[src/rtl/pooling_controller_if.sv]
// Buffer-side bus of the pooling scheduler: input-buffer read port and
// output-buffer write port.
//   rd_en/rd_addr : read strobe and element address (master drives)
//   rd_data       : read data, valid one cycle after rd_en (slave drives)
//   wr_en/wr_addr/wr_data : output-buffer write (master drives)
interface pooling_controller_if #(
    parameter int BITWIDTH  = 16,
    parameter int ADDRWIDTH = 16
);
    logic                 rd_en;
    logic [ADDRWIDTH-1:0] rd_addr;
    logic [BITWIDTH-1:0]  rd_data;
    logic                 wr_en;
    logic [ADDRWIDTH-1:0] wr_addr;
    logic [BITWIDTH-1:0]  wr_data;

    modport master (
        output rd_en, rd_addr, wr_en, wr_addr, wr_data,
        input  rd_data
    );

    modport slave (
        input  rd_en, rd_addr, wr_en, wr_addr, wr_data,
        output rd_data
    );
endinterface

[src/rtl/pooling_controller.sv]
// Sequential max-pooling scheduler: walks the input map window by window,
// reduces each KHEIGHT x KWIDTH window with one shared signed comparator.
//   clk   : rising-edge clock
//   rst   : synchronous active-high reset
//   start : run request, accepted only when idle
//   busy  : high during READ/WRITE cycles of a run
//   done  : one-cycle pulse in the FINISH cycle
//   bus   : master side of pooling_controller_if (buffer read/write ports)
module pooling_controller #(
    parameter int BITWIDTH   = 16,
    parameter int DATAWIDTH  = 28,
    parameter int DATAHEIGHT = 28,
    parameter int CHANNEL    = 1,
    parameter int KWIDTH     = 2,
    parameter int KHEIGHT    = 2,
    parameter int ADDRWIDTH  = 16
) (
    input  logic                 clk,
    input  logic                 rst,
    input  logic                 start,
    output logic                 busy,
    output logic                 done,
    pooling_controller_if.master bus
);

    localparam int OW = DATAWIDTH / KWIDTH;
    localparam int OH = DATAHEIGHT / KHEIGHT;
    localparam int AW = ADDRWIDTH;

    localparam logic [AW-1:0] L_DW   = AW'(DATAWIDTH);
    localparam logic [AW-1:0] L_KW   = AW'(KWIDTH);
    localparam logic [AW-1:0] L_KH   = AW'(KHEIGHT);
    localparam logic [AW-1:0] L_OW   = AW'(OW);
    localparam logic [AW-1:0] L_PIN  = AW'(DATAWIDTH * DATAHEIGHT);
    localparam logic [AW-1:0] L_POUT = AW'(OW * OH);
    localparam logic [AW-1:0] L_KW_M = AW'(KWIDTH - 1);
    localparam logic [AW-1:0] L_KH_M = AW'(KHEIGHT - 1);
    localparam logic [AW-1:0] L_OW_M = AW'(OW - 1);
    localparam logic [AW-1:0] L_OH_M = AW'(OH - 1);
    localparam logic [AW-1:0] L_CH_M = AW'(CHANNEL - 1);

    typedef enum logic [1:0] {
        S_IDLE,
        S_READ,
        S_WRITE,
        S_FINISH
    } state_t;

    state_t r_state;
    state_t w_next;

    // Counters describe the element being read in the current cycle.
    logic [AW-1:0] r_ch, r_orow, r_ocol, r_kr, r_kc;
    logic [AW-1:0] w_ch, w_orow, w_ocol, w_kr, w_kc;

    logic                r_busy, r_done;
    logic                r_rd_en, r_wr_en;
    logic [AW-1:0]       r_rd_addr, r_wr_addr;
    logic [BITWIDTH-1:0] r_wr_data;

    // Read data returns one cycle late; these track what is on rd_data.
    logic                r_rd_v;
    logic                r_first;
    logic [BITWIDTH-1:0] r_acc;

    logic                w_last_elem;
    logic                w_last_win;
    logic [AW-1:0]       w_rd_addr;
    logic [AW-1:0]       w_wr_addr;
    logic [BITWIDTH-1:0] w_max;

    assign busy        = r_busy;
    assign done        = r_done;
    assign bus.rd_en   = r_rd_en;
    assign bus.rd_addr = r_rd_addr;
    assign bus.wr_en   = r_wr_en;
    assign bus.wr_addr = r_wr_addr;
    assign bus.wr_data = r_wr_data;

    assign w_last_elem = (r_kr == L_KH_M) && (r_kc == L_KW_M);
    assign w_last_win  = (r_ch == L_CH_M) && (r_orow == L_OH_M)
                      && (r_ocol == L_OW_M);

    // State register
    always_ff @(posedge clk) begin
        if (rst) begin
            r_state <= S_IDLE;
        end else begin
            r_state <= w_next;
        end
    end

    // Next-state logic
    always_comb begin
        w_next = r_state;
        unique case (r_state)
            S_IDLE:   if (start) w_next = S_READ;
            S_READ:   if (w_last_elem) w_next = S_WRITE;
            S_WRITE:  w_next = w_last_win ? S_FINISH : S_READ;
            S_FINISH: w_next = S_IDLE;
            default:  w_next = S_IDLE;
        endcase
    end

    // Output / datapath logic
    always_comb begin
        w_ch   = r_ch;
        w_orow = r_orow;
        w_ocol = r_ocol;
        w_kr   = r_kr;
        w_kc   = r_kc;
        unique case (r_state)
            S_IDLE: begin
                if (start) begin
                    w_ch   = '0;
                    w_orow = '0;
                    w_ocol = '0;
                    w_kr   = '0;
                    w_kc   = '0;
                end
            end
            S_READ: begin
                // The last element wraps kr/kc to 0 for the next window.
                if (r_kc == L_KW_M) begin
                    w_kc = '0;
                    w_kr = w_last_elem ? '0 : r_kr + 1'b1;
                end else begin
                    w_kc = r_kc + 1'b1;
                end
            end
            S_WRITE: begin
                if (!w_last_win) begin
                    if (r_ocol == L_OW_M) begin
                        w_ocol = '0;
                        if (r_orow == L_OH_M) begin
                            w_orow = '0;
                            w_ch   = r_ch + 1'b1;
                        end else begin
                            w_orow = r_orow + 1'b1;
                        end
                    end else begin
                        w_ocol = r_ocol + 1'b1;
                    end
                end
            end
            default: ;
        endcase

        w_rd_addr = w_ch * L_PIN
                  + (w_orow * L_KH + w_kr) * L_DW
                  + w_ocol * L_KW + w_kc;
        w_wr_addr = r_ch * L_POUT + r_orow * L_OW + r_ocol;

        // First element of a window loads unconditionally so all-negative
        // windows reduce to their true maximum.
        if (r_first || ($signed(bus.rd_data) > $signed(r_acc))) begin
            w_max = bus.rd_data;
        end else begin
            w_max = r_acc;
        end
    end

    // Registered outputs and accumulator
    always_ff @(posedge clk) begin
        if (rst) begin
            r_ch      <= '0;
            r_orow    <= '0;
            r_ocol    <= '0;
            r_kr      <= '0;
            r_kc      <= '0;
            r_busy    <= 1'b0;
            r_done    <= 1'b0;
            r_rd_en   <= 1'b0;
            r_rd_addr <= '0;
            r_wr_en   <= 1'b0;
            r_wr_addr <= '0;
            r_wr_data <= '0;
            r_rd_v    <= 1'b0;
            r_first   <= 1'b0;
            r_acc     <= '0;
        end else begin
            r_ch    <= w_ch;
            r_orow  <= w_orow;
            r_ocol  <= w_ocol;
            r_kr    <= w_kr;
            r_kc    <= w_kc;
            r_busy  <= (w_next == S_READ) || (w_next == S_WRITE);
            r_done  <= (w_next == S_FINISH);
            r_rd_en <= (w_next == S_READ);
            if (w_next == S_READ) begin
                r_rd_addr <= w_rd_addr;
            end
            // WRITE folds in the last element arriving this cycle, so the
            // write strobe leaves the cycle after WRITE.
            r_wr_en <= (r_state == S_WRITE);
            if (r_state == S_WRITE) begin
                r_wr_addr <= w_wr_addr;
                r_wr_data <= w_max;
            end
            r_rd_v  <= (r_state == S_READ);
            r_first <= (r_state == S_READ) && (r_kr == '0) && (r_kc == '0);
            if (r_rd_v) begin
                r_acc <= w_max;
            end
        end
    end

endmodule

[src/flat_wrapper.sv]
// flat-port wrapper written by rule: the top's interface ports become plain ports
module pooling_controller_flat 
#(
    parameter int BITWIDTH   = 16,
    parameter int DATAWIDTH  = 28,
    parameter int DATAHEIGHT = 28,
    parameter int CHANNEL    = 1,
    parameter int KWIDTH     = 2,
    parameter int KHEIGHT    = 2,
    parameter int ADDRWIDTH  = 16
)
  (clk, rst, start, busy, done, bus_rd_en, bus_rd_addr, bus_wr_en, bus_wr_addr, bus_wr_data, bus_rd_data);
  pooling_controller_if #(.BITWIDTH(BITWIDTH), .ADDRWIDTH(ADDRWIDTH)) bus_i ();
  input  logic clk;
  input  logic rst;
  input  logic start;
  output logic busy;
  output logic done;
  output wire logic [$bits(bus_i.rd_en)-1:0] bus_rd_en;
  output wire logic [$bits(bus_i.rd_addr)-1:0] bus_rd_addr;
  output wire logic [$bits(bus_i.wr_en)-1:0] bus_wr_en;
  output wire logic [$bits(bus_i.wr_addr)-1:0] bus_wr_addr;
  output wire logic [$bits(bus_i.wr_data)-1:0] bus_wr_data;
  input wire logic [$bits(bus_i.rd_data)-1:0] bus_rd_data;
  assign bus_rd_en = bus_i.rd_en;
  assign bus_rd_addr = bus_i.rd_addr;
  assign bus_wr_en = bus_i.wr_en;
  assign bus_wr_addr = bus_i.wr_addr;
  assign bus_wr_data = bus_i.wr_data;
  assign bus_i.rd_data = bus_rd_data;
  pooling_controller #(.BITWIDTH(BITWIDTH), .DATAWIDTH(DATAWIDTH), .DATAHEIGHT(DATAHEIGHT), .CHANNEL(CHANNEL), .KWIDTH(KWIDTH), .KHEIGHT(KHEIGHT), .ADDRWIDTH(ADDRWIDTH)) u_core (.clk(clk), .rst(rst), .start(start), .busy(busy), .done(done), .bus(bus_i));
endmodule
[config.mk]
export PLATFORM = sky130hd
export DESIGN_NAME = pooling_controller_flat
export DESIGN_NICKNAME = d
export VERILOG_FILES = /design/src/rtl/pooling_controller_if.sv /design/src/rtl/pooling_controller.sv /design/src/flat_wrapper.sv
export SDC_FILE = /design/constraint.sdc
export NUM_CORES = 1
export LEC_CHECK = 0
export BUFFER_PORTS_ARGS = -buffer_cell sky130_fd_sc_hd__buf_2
export CAP_MARGIN = 20
export CORE_MARGIN = 1
export CORE_UTILIZATION = 46
export DETAILED_ROUTE_END_ITERATION = 8
export HOLD_SLACK_MARGIN = 0.12
export MAX_ROUTING_LAYER = met4
export PLACE_DENSITY_LB_ADDON = 0.15
export SYNTH_ARGS = -nofsm -noshare
export SYNTH_HDL_FRONTEND = slang
export SYNTH_SLANG_ARGS = --single-unit
[constraint.sdc]
create_clock -name clk -period 23.4 [get_ports clk]
set_clock_uncertainty 0.1 [all_clocks]
set_input_delay 0 -clock clk [delete_from_list [all_inputs] [get_ports clk]]
set_output_delay 0 -clock clk [all_outputs]
set_load 0.02 [all_outputs]
==> results of run 1 <==
-- layer usage --
layer | track usage | share of wire | vias to the layer above
met5 | - | 0 | -
met2 | 0.3899 | 0.46 | 223
li1 | - | - | 5506
met3 | 0.03747 | 0.042 | 34
met4 | 0.06677 | 0.016 | 0
met1 | 0.3309 | 0.48 | 5084
-- worst paths after layout --
check	slack (ns)	startpoint	to	cells past startpoint
max	13.59	u_core.r_orow[3]$_SDFF_PP0_	u_core.bus.rd_addr[15]$_SDFFE_PP0P_	41
max reg2reg	13.59	u_core.r_orow[3]$_SDFF_PP0_	u_core.bus.rd_addr[15]$_SDFFE_PP0P_	41
min reg2reg	0.35	u_core.bus.wr_addr[13]$_SDFFE_PP0P_	u_core.bus.wr_addr[13]$_SDFFE_PP0P_	2
min	0.26	bus_rd_data[4]	u_core.r_acc[4]$_SDFFE_PP0P_	4
-- final cells by class --
cell class | count | area [um2]
tap | 378 | 473.0
timing repair buffer | 102 | 645.6
fill | 2643 | 13230
clock buffer | 17 | 425.4
clock inverter | 15 | 167.7
multi-input combinational | 1192 | 9306
inverter | 171 | 641.9
sequential | 152 | 3043
-- per-stage QoR --
step           cells  power (mW)
2_1_floorplan   1565      0.3006
3_3_place_gp    1976      0.3149
3_5_place_dp    1977      0.3154
4_1_cts         2027      0.6031
5_1_grt         2027      0.6201
6_report        2027      0.5965
-- kinds of logic after synthesis --
kind of cell | after synthesis | share of synthesized area
flops | 152 | 0.2314
compound gates | 334 | 0.1575
mux | 47 | 0.03577
fa+ha+maj | 239 | 0.2696
simple gates | 488 | 0.1843
xor+xnor | 84 | 0.05803
buf+inv | 221 | 0.06336
-- Yosys cell counts (all sizes together), types with 4 or more instances --
master,number
a211oi,24
a21boi,6
a21o,20
a21oi,88
a22o,5
a311oi,6
a31oi,12
a41oi,4
and2,4
and3,13
buf,11
clkbuf,39
dfxtp,152
fa,74
ha,165
inv,171
mux2i,47
nand2,108
nand2b,7
nand3,46
nand4,13
nor2,146
nor2b,75
nor3,26
nor3b,5
nor4,18
o21a,14
o21ai,106
o21bai,15
o22ai,4
o31ai,12
o41ai,6
or3,13
xnor2,67
xor2,15
-- where the power goes --
| part | leakage [nW] | switching (mW) | internal (mW) |
|---|---|---|---|
| combinational | 5.35 | 0.0295 | 0.0183 |
| clock | 0.272 | 0.126 | 0.159 |
| sequential | 1.23 | 0.00251 | 0.261 |
-- worst reg2reg max path: cells and delay by family (launching register included) --
family	cells	cell delay [ns]
AOI/OAI and AO/OA	9	1.83
xor gates and xnor gates	12	2.32
adders and majority gates	7	2.84
buffers and inverters	4	0.33
DFF	1	0.52
and+or+nand+nor	9	1.79
-- state kept, by name (all words and copies together), names as in the netlist, 12 cells and up, named ones only --
register,flops
u_core.r_kr,14
u_core.r_ch,12
u_core.bus.wr_addr,16
u_core.r_kc,16
u_core.r_acc,16
u_core.bus.rd_addr,16
u_core.bus.wr_data,16
u_core.r_ocol,16
u_core.r_orow,14
-- timing repair --
action,in CTS,in global routing
hold endpoints to repair,74,0
hold buffers,18,0
setup endpoints to repair,0,0
==> flow_metrics.py, run 1 <==
metrics = {
    "run_status": {
        "status": "completed",
    },
    "sta": {
        "setup_viol": 0,
        "worst_slew_pin_slew_ns": 0.9794,
        "period_share": 0.4190,
        "finalHoldViolCount": 0,
        "timing.setup.tns_ns": 0,
        "setup_ws_ns": 13.59,
        "max_freq_ghz": 0.1020,
        "rsz0062_at_grt": "no",
        "slew_headroom": 0.3385,
        "fin_crit_ns": 9.805,
        "hold_slack_ns": 0.2608,
        "maxSlewViolCount": 0,
    },
    "synthesis": {
        "synth_cells": 1565,
        "synthTopCellsByArea": "dfxtp_1, ha_1, fa_1",
        "yosys_warnings": 0,
        "synthFlopType": "dfxtp_1",
        "syn_area_per_cell_um2": 8.403,
        "yosysTopAreaCellShare": 0.2314,
        "ys_seq_elements": 152,
        "netlist-cell-type-count": 65,
        "syn-num-nets": 1823,
        "yosysTopAreaCell": "dfxtp_1",
        "syn-cell-area_mm2": 0.01315,
        "synth_seq_area_share": 0.2314,
        "async_flop_share": 0,
        "synth_edf_count": 0,
    },
    "cells_and_area": {
        "layout_common_cells": "inv_1, ha_1, dfxtp_1, nor2_1, nand2_1",
        "fin_area_mm2": 0.01470,
        "diodes": 0,
        "area_growth_pct": 11.80,
        "final_common_cell": "inv_1",
        "utilization": 0.5263,
        "final_nets": 1894,
        "drive_above_1_share": 0.08187,
    },
    "setup_path": {
        "cp.required_ns": 23.67,
        "path_max_fanout": 20,
        "cp_common_cell": "xnor2_1",
        "slowest_delay_ns": 0.58,
        "cp_num_buf_inv": 4,
        "critical-path-top-delay-family": "adder cells",
        "crit_type": "reg -> reg",
        "arrival_ns": 10.07,
        "worst_setup_path_start_kind": "flop",
        "slowest_stage": "o21bai_1",
        "setup.worst_path.end_class": "flop",
    },
    "detailed_routing": {
        "viasPerCell": 5.351,
        "drtAntennaViolNets": 0,
        "drc_errors": 0,
        "vias": 10850,
        "wl_mm": 33.58,
        "drt-wirelength-per-cell_um": 16.57,
        "drtIter0Drc": 794,
        "drt_first_pass_iters": 5,
    },
    "floorplanning": {
        "ios": 71,
        "coreArea_mm2": 0.02793,
        "rows": 61,
        "dieHeight_um": 171.1,
        "die_w_um": 171.1,
        "start_util": 0.4708,
        "die-area_mm2": 0.02927,
    },
    "cts": {
        "cts_inserted_buffers": 17,
        "max-clock-path-buffers": 2,
        "cts-root-buf": "clkbuf_16",
        "cts_setup_buffers": 0,
        "clock_latency_ns": 0.45,
        "clk_pin_slew_ns": 0.07,
        "cts_resized": 0,
        "cts_tree": "yes",
        "cts_sinks": 152,
        "htreeDepth": 4,
    },
    "placed_design": {
        "dp_hpwl_mm": 26.19,
        "place_ws_ns": 13.61,
        "place_congestion": 0.9277,
        "postPlaceCellArea_mm2": 0.01393,
        "portBuffers": 70,
    },
    "power_and_ir_drop": {
        "powerDensity_mw_per_mm2": 40.57,
        "p_leak_nw": 6.846,
        "ir_worst_vdd_v": 0.00003581,
    },
    "global_route": {
        "grt-ovfl-total": 0,
        "grt_max_degree": 63,
        "first_global_vias": 10290,
        "antenna_found_initial": 1,
        "grt_pass1_wl_mm": 54.34,
        "grt_util_all_layers": 0.2480,
    },
    "job": {
        "drv_cap": 0,
    },
    "min_path": {
        "hold_class": "in -> reg",
    },
}
(Power assumes the default switching activity.)
==> run 2, diff against run 1 <==
==> constraint.sdc (replaced) <==
create_clock -name clk -period 9.9 [get_ports clk]
set_clock_uncertainty 0.1 [all_clocks]
set_input_delay 0 -clock clk [delete_from_list [all_inputs] [get_ports clk]]
set_output_delay 0 -clock clk [all_outputs]
set_load 0.02 [all_outputs]
==> run 2 against run 1 <==
Effect of this change:
- clock power grew 140%
- total power increased by 140%
- non-clock buffer count increased by 9
- design area up 0.69%
- critical path depth fell by 5
- utilization grew 0.36 points
- via count up 0.78%
- largest power group unchanged
==> flow_metrics.py, run 2 (synthesis gave the netlist of run 1 again) <==
metrics = {
    "sta": {
        "maxSlewViolCount": 0,
        "worst_slew_pin_slew_ns": 1.054,
        "fin_crit_ns": 9.027,
        "period_share": 0.9118,
        "slew_headroom": 0.2880,
        "finalHoldViolCount": 0,
        "timing.setup.tns_ns": 0,
        "setup_viol": 0,
        "rsz0062_at_grt": "no",
        "max_freq_ghz": 0.1108,
    },
    "setup_path": {
        "cp.required_ns": 10.15,
        "worst-r2r-cell-count": 36,
        "crit_cells": 36,
        "worst_setup_path_start_kind": "flop",
        "cp_num_buf_inv": 3,
        "r2r_end": "u_core.bus.rd_addr[15]$_SDFFE_PP0P_",
        "setup.worst_path.end_class": "flop",
        "cp_common_cell": "xnor2_1",
        "r2r_start": "u_core.r_orow[2]$_SDFF_PP0_",
        "critical-path-top-delay-family": "XOR/XNOR gates",
        "arrival_ns": 9.28,
        "slowest_delay_ns": 0.52,
        "rrSetupSlack_ns": 0.87,
        "crit_type": "reg -> reg",
        "path_max_fanout": 11,
        "slowest_stage": "fa_1",
    },
    "power_and_ir_drop": {
        "powerDensity_mw_per_mm2": 95.82,
        "ir_worst_vdd_v": 0.00008324,
        "total_power_mw": 1.419,
        "p_leak_nw": 6.922,
    },
    "global_route": {
        "grt-ovfl-total": 0,
        "grt_pass1_wl_mm": 55.19,
        "grt_util_all_layers": 0.2500,
        "antenna_found_initial": 1,
        "grt_max_degree": 76,
        "first_global_vias": 10510,
    },
    "detailed_routing": {
        "drt_first_pass_iters": 5,
        "drtAntennaViolNets": 0,
        "wl_met1_mm": 15.97,
        "vias": 10930,
        "wl_met3_mm": 1.282,
        "highest_layer": "met4",
        "drc_errors": 0,
        "wl_mm": 33.80,
        "drt-wirelength-per-cell_um": 16.60,
        "drtIter0Drc": 666,
        "viasPerCell": 5.369,
        "routed-wl-met2_mm": 15.94,
    },
    "floorplanning": {
        "rows": 61,
        "die_w_um": 171.1,
        "ios": 71,
        "dieHeight_um": 171.1,
        "coreArea_mm2": 0.02793,
        "die-area_mm2": 0.02927,
        "start_util": 0.4708,
    },
    "min_path": {
        "hold_depth": 4,
        "hold_class": "in -> reg",
        "min_to": "u_core.r_acc[5]$_SDFFE_PP0P_",
        "hp-start": "bus_rd_data[5]",
    },
    "cells_and_area": {
        "final_nets": 1903,
        "area_growth_pct": 12.57,
        "fillers": 2706,
        "diodes": 0,
        "drive_above_1_share": 0.09107,
        "layout_common_cells": "inv_1, ha_1, dfxtp_1, nor2_1, nand2_1",
        "final_common_cell": "inv_1",
    },
    "placed_design": {
        "portBuffers": 70,
        "place_congestion": 0.8965,
        "dp_hpwl_mm": 26.24,
    },
    "cts": {
        "cts-root-buf": "clkbuf_16",
        "clk_pin_slew_ns": 0.07,
        "clock_latency_ns": 0.44,
        "cts_setup_buffers": 0,
        "cts_inserted_buffers": 17,
        "cts_tree": "yes",
        "max-clock-path-buffers": 2,
        "htreeDepth": 4,
        "cts_sinks": 152,
    },
    "job": {
        "drv_cap": 0,
    },
    "run_status": {
        "status": "completed",
    },
}
## run 2: cell types whose count changed in the layout (fill, tap and decap cells not counted), sizes merged
cell      delta
clkbuf       +1
clkinvlp     -4
inv          +2
buf          +9
clkinv       +1
## run 2: power breakdown
| part | leakage [nW] | switching [mW] | internal [mW] |
|---|---|---|---|
| clock network | 0.286 | 0.301 | 0.379 |
| logic | 5.41 | 0.0726 | 0.0443 |
| registers | 1.23 | 0.00438 | 0.617 |
## run 2: cell type report
class                           instances  area, um2  area share
Multi-Input combinational cell       1192       9348      0.6314
Sequential cell                       152       3043      0.2055
Timing Repair Buffer                  111      705.7     0.04767
Inverter                              171      641.9     0.04336
Tap cell                              378      473.0     0.03195
Clock buffer                           18      429.2     0.02899
Clock inverter                         14      163.9     0.01107
## run 2: worst min-delay path, delay by kind of cell
kind / cells / cell delay [ns]
simple gates: 1 / 0.07
mux: 1 / 0.07
buf+inv: 2 / 0.64
## run 2: through the flow
step                utilization  instances  setup slack, ns  hold slack [ns]  instance area [um2]
CTS                      0.5285       2036           0.4528           0.2549                14760
finish                   0.5300       2036           0.8733           0.2755                14800
global placement         0.5008       1986           0.6990           0.1704                13990
detailed placement       0.5008       1986           0.5098           0.1801                13990
floorplan                     -       1565            1.333          0.04725                13150
global route             0.5300       2036         0.005505           0.3107                14800
## run 2: worst max-delay path by stage
stage	slack (ns)	end	start
3_3_place_gp	0.70	u_core.bus.rd_addr[15]$_SDFFE_PP0P_	u_core.r_orow[4]$_SDFF_PP0_
6_report	0.87	u_core.bus.rd_addr[15]$_SDFFE_PP0P_	u_core.r_orow[2]$_SDFF_PP0_
2_1_floorplan	1.33	u_core.bus.rd_addr[15]$_SDFFE_PP0P_	u_core.r_orow[3]$_SDFF_PP0_
4_1_cts	0.45	u_core.bus.rd_addr[15]$_SDFFE_PP0P_	u_core.r_ch[6]$_SDFF_PP0_
3_5_place_dp	0.51	u_core.bus.rd_addr[15]$_SDFFE_PP0P_	u_core.r_ch[6]$_SDFF_PP0_
5_1_grt	0.006	u_core.bus.rd_addr[15]$_SDFFE_PP0P_	u_core.r_orow[2]$_SDFF_PP0_
## run 2: timing repair
item	4_1_cts	5_1_grt
hold buffers	18	0
endpoints found under the setup margin	0	1
gates resized for setup	0	12
endpoints found under the hold margin	69	0
## run 2: routing by layer
metal	vias up	track usage
met5	-	-
met2	232	0.4024
met4	0	0.06910
met1	5139	0.3282
met3	34	0.03308
li1	5527	-
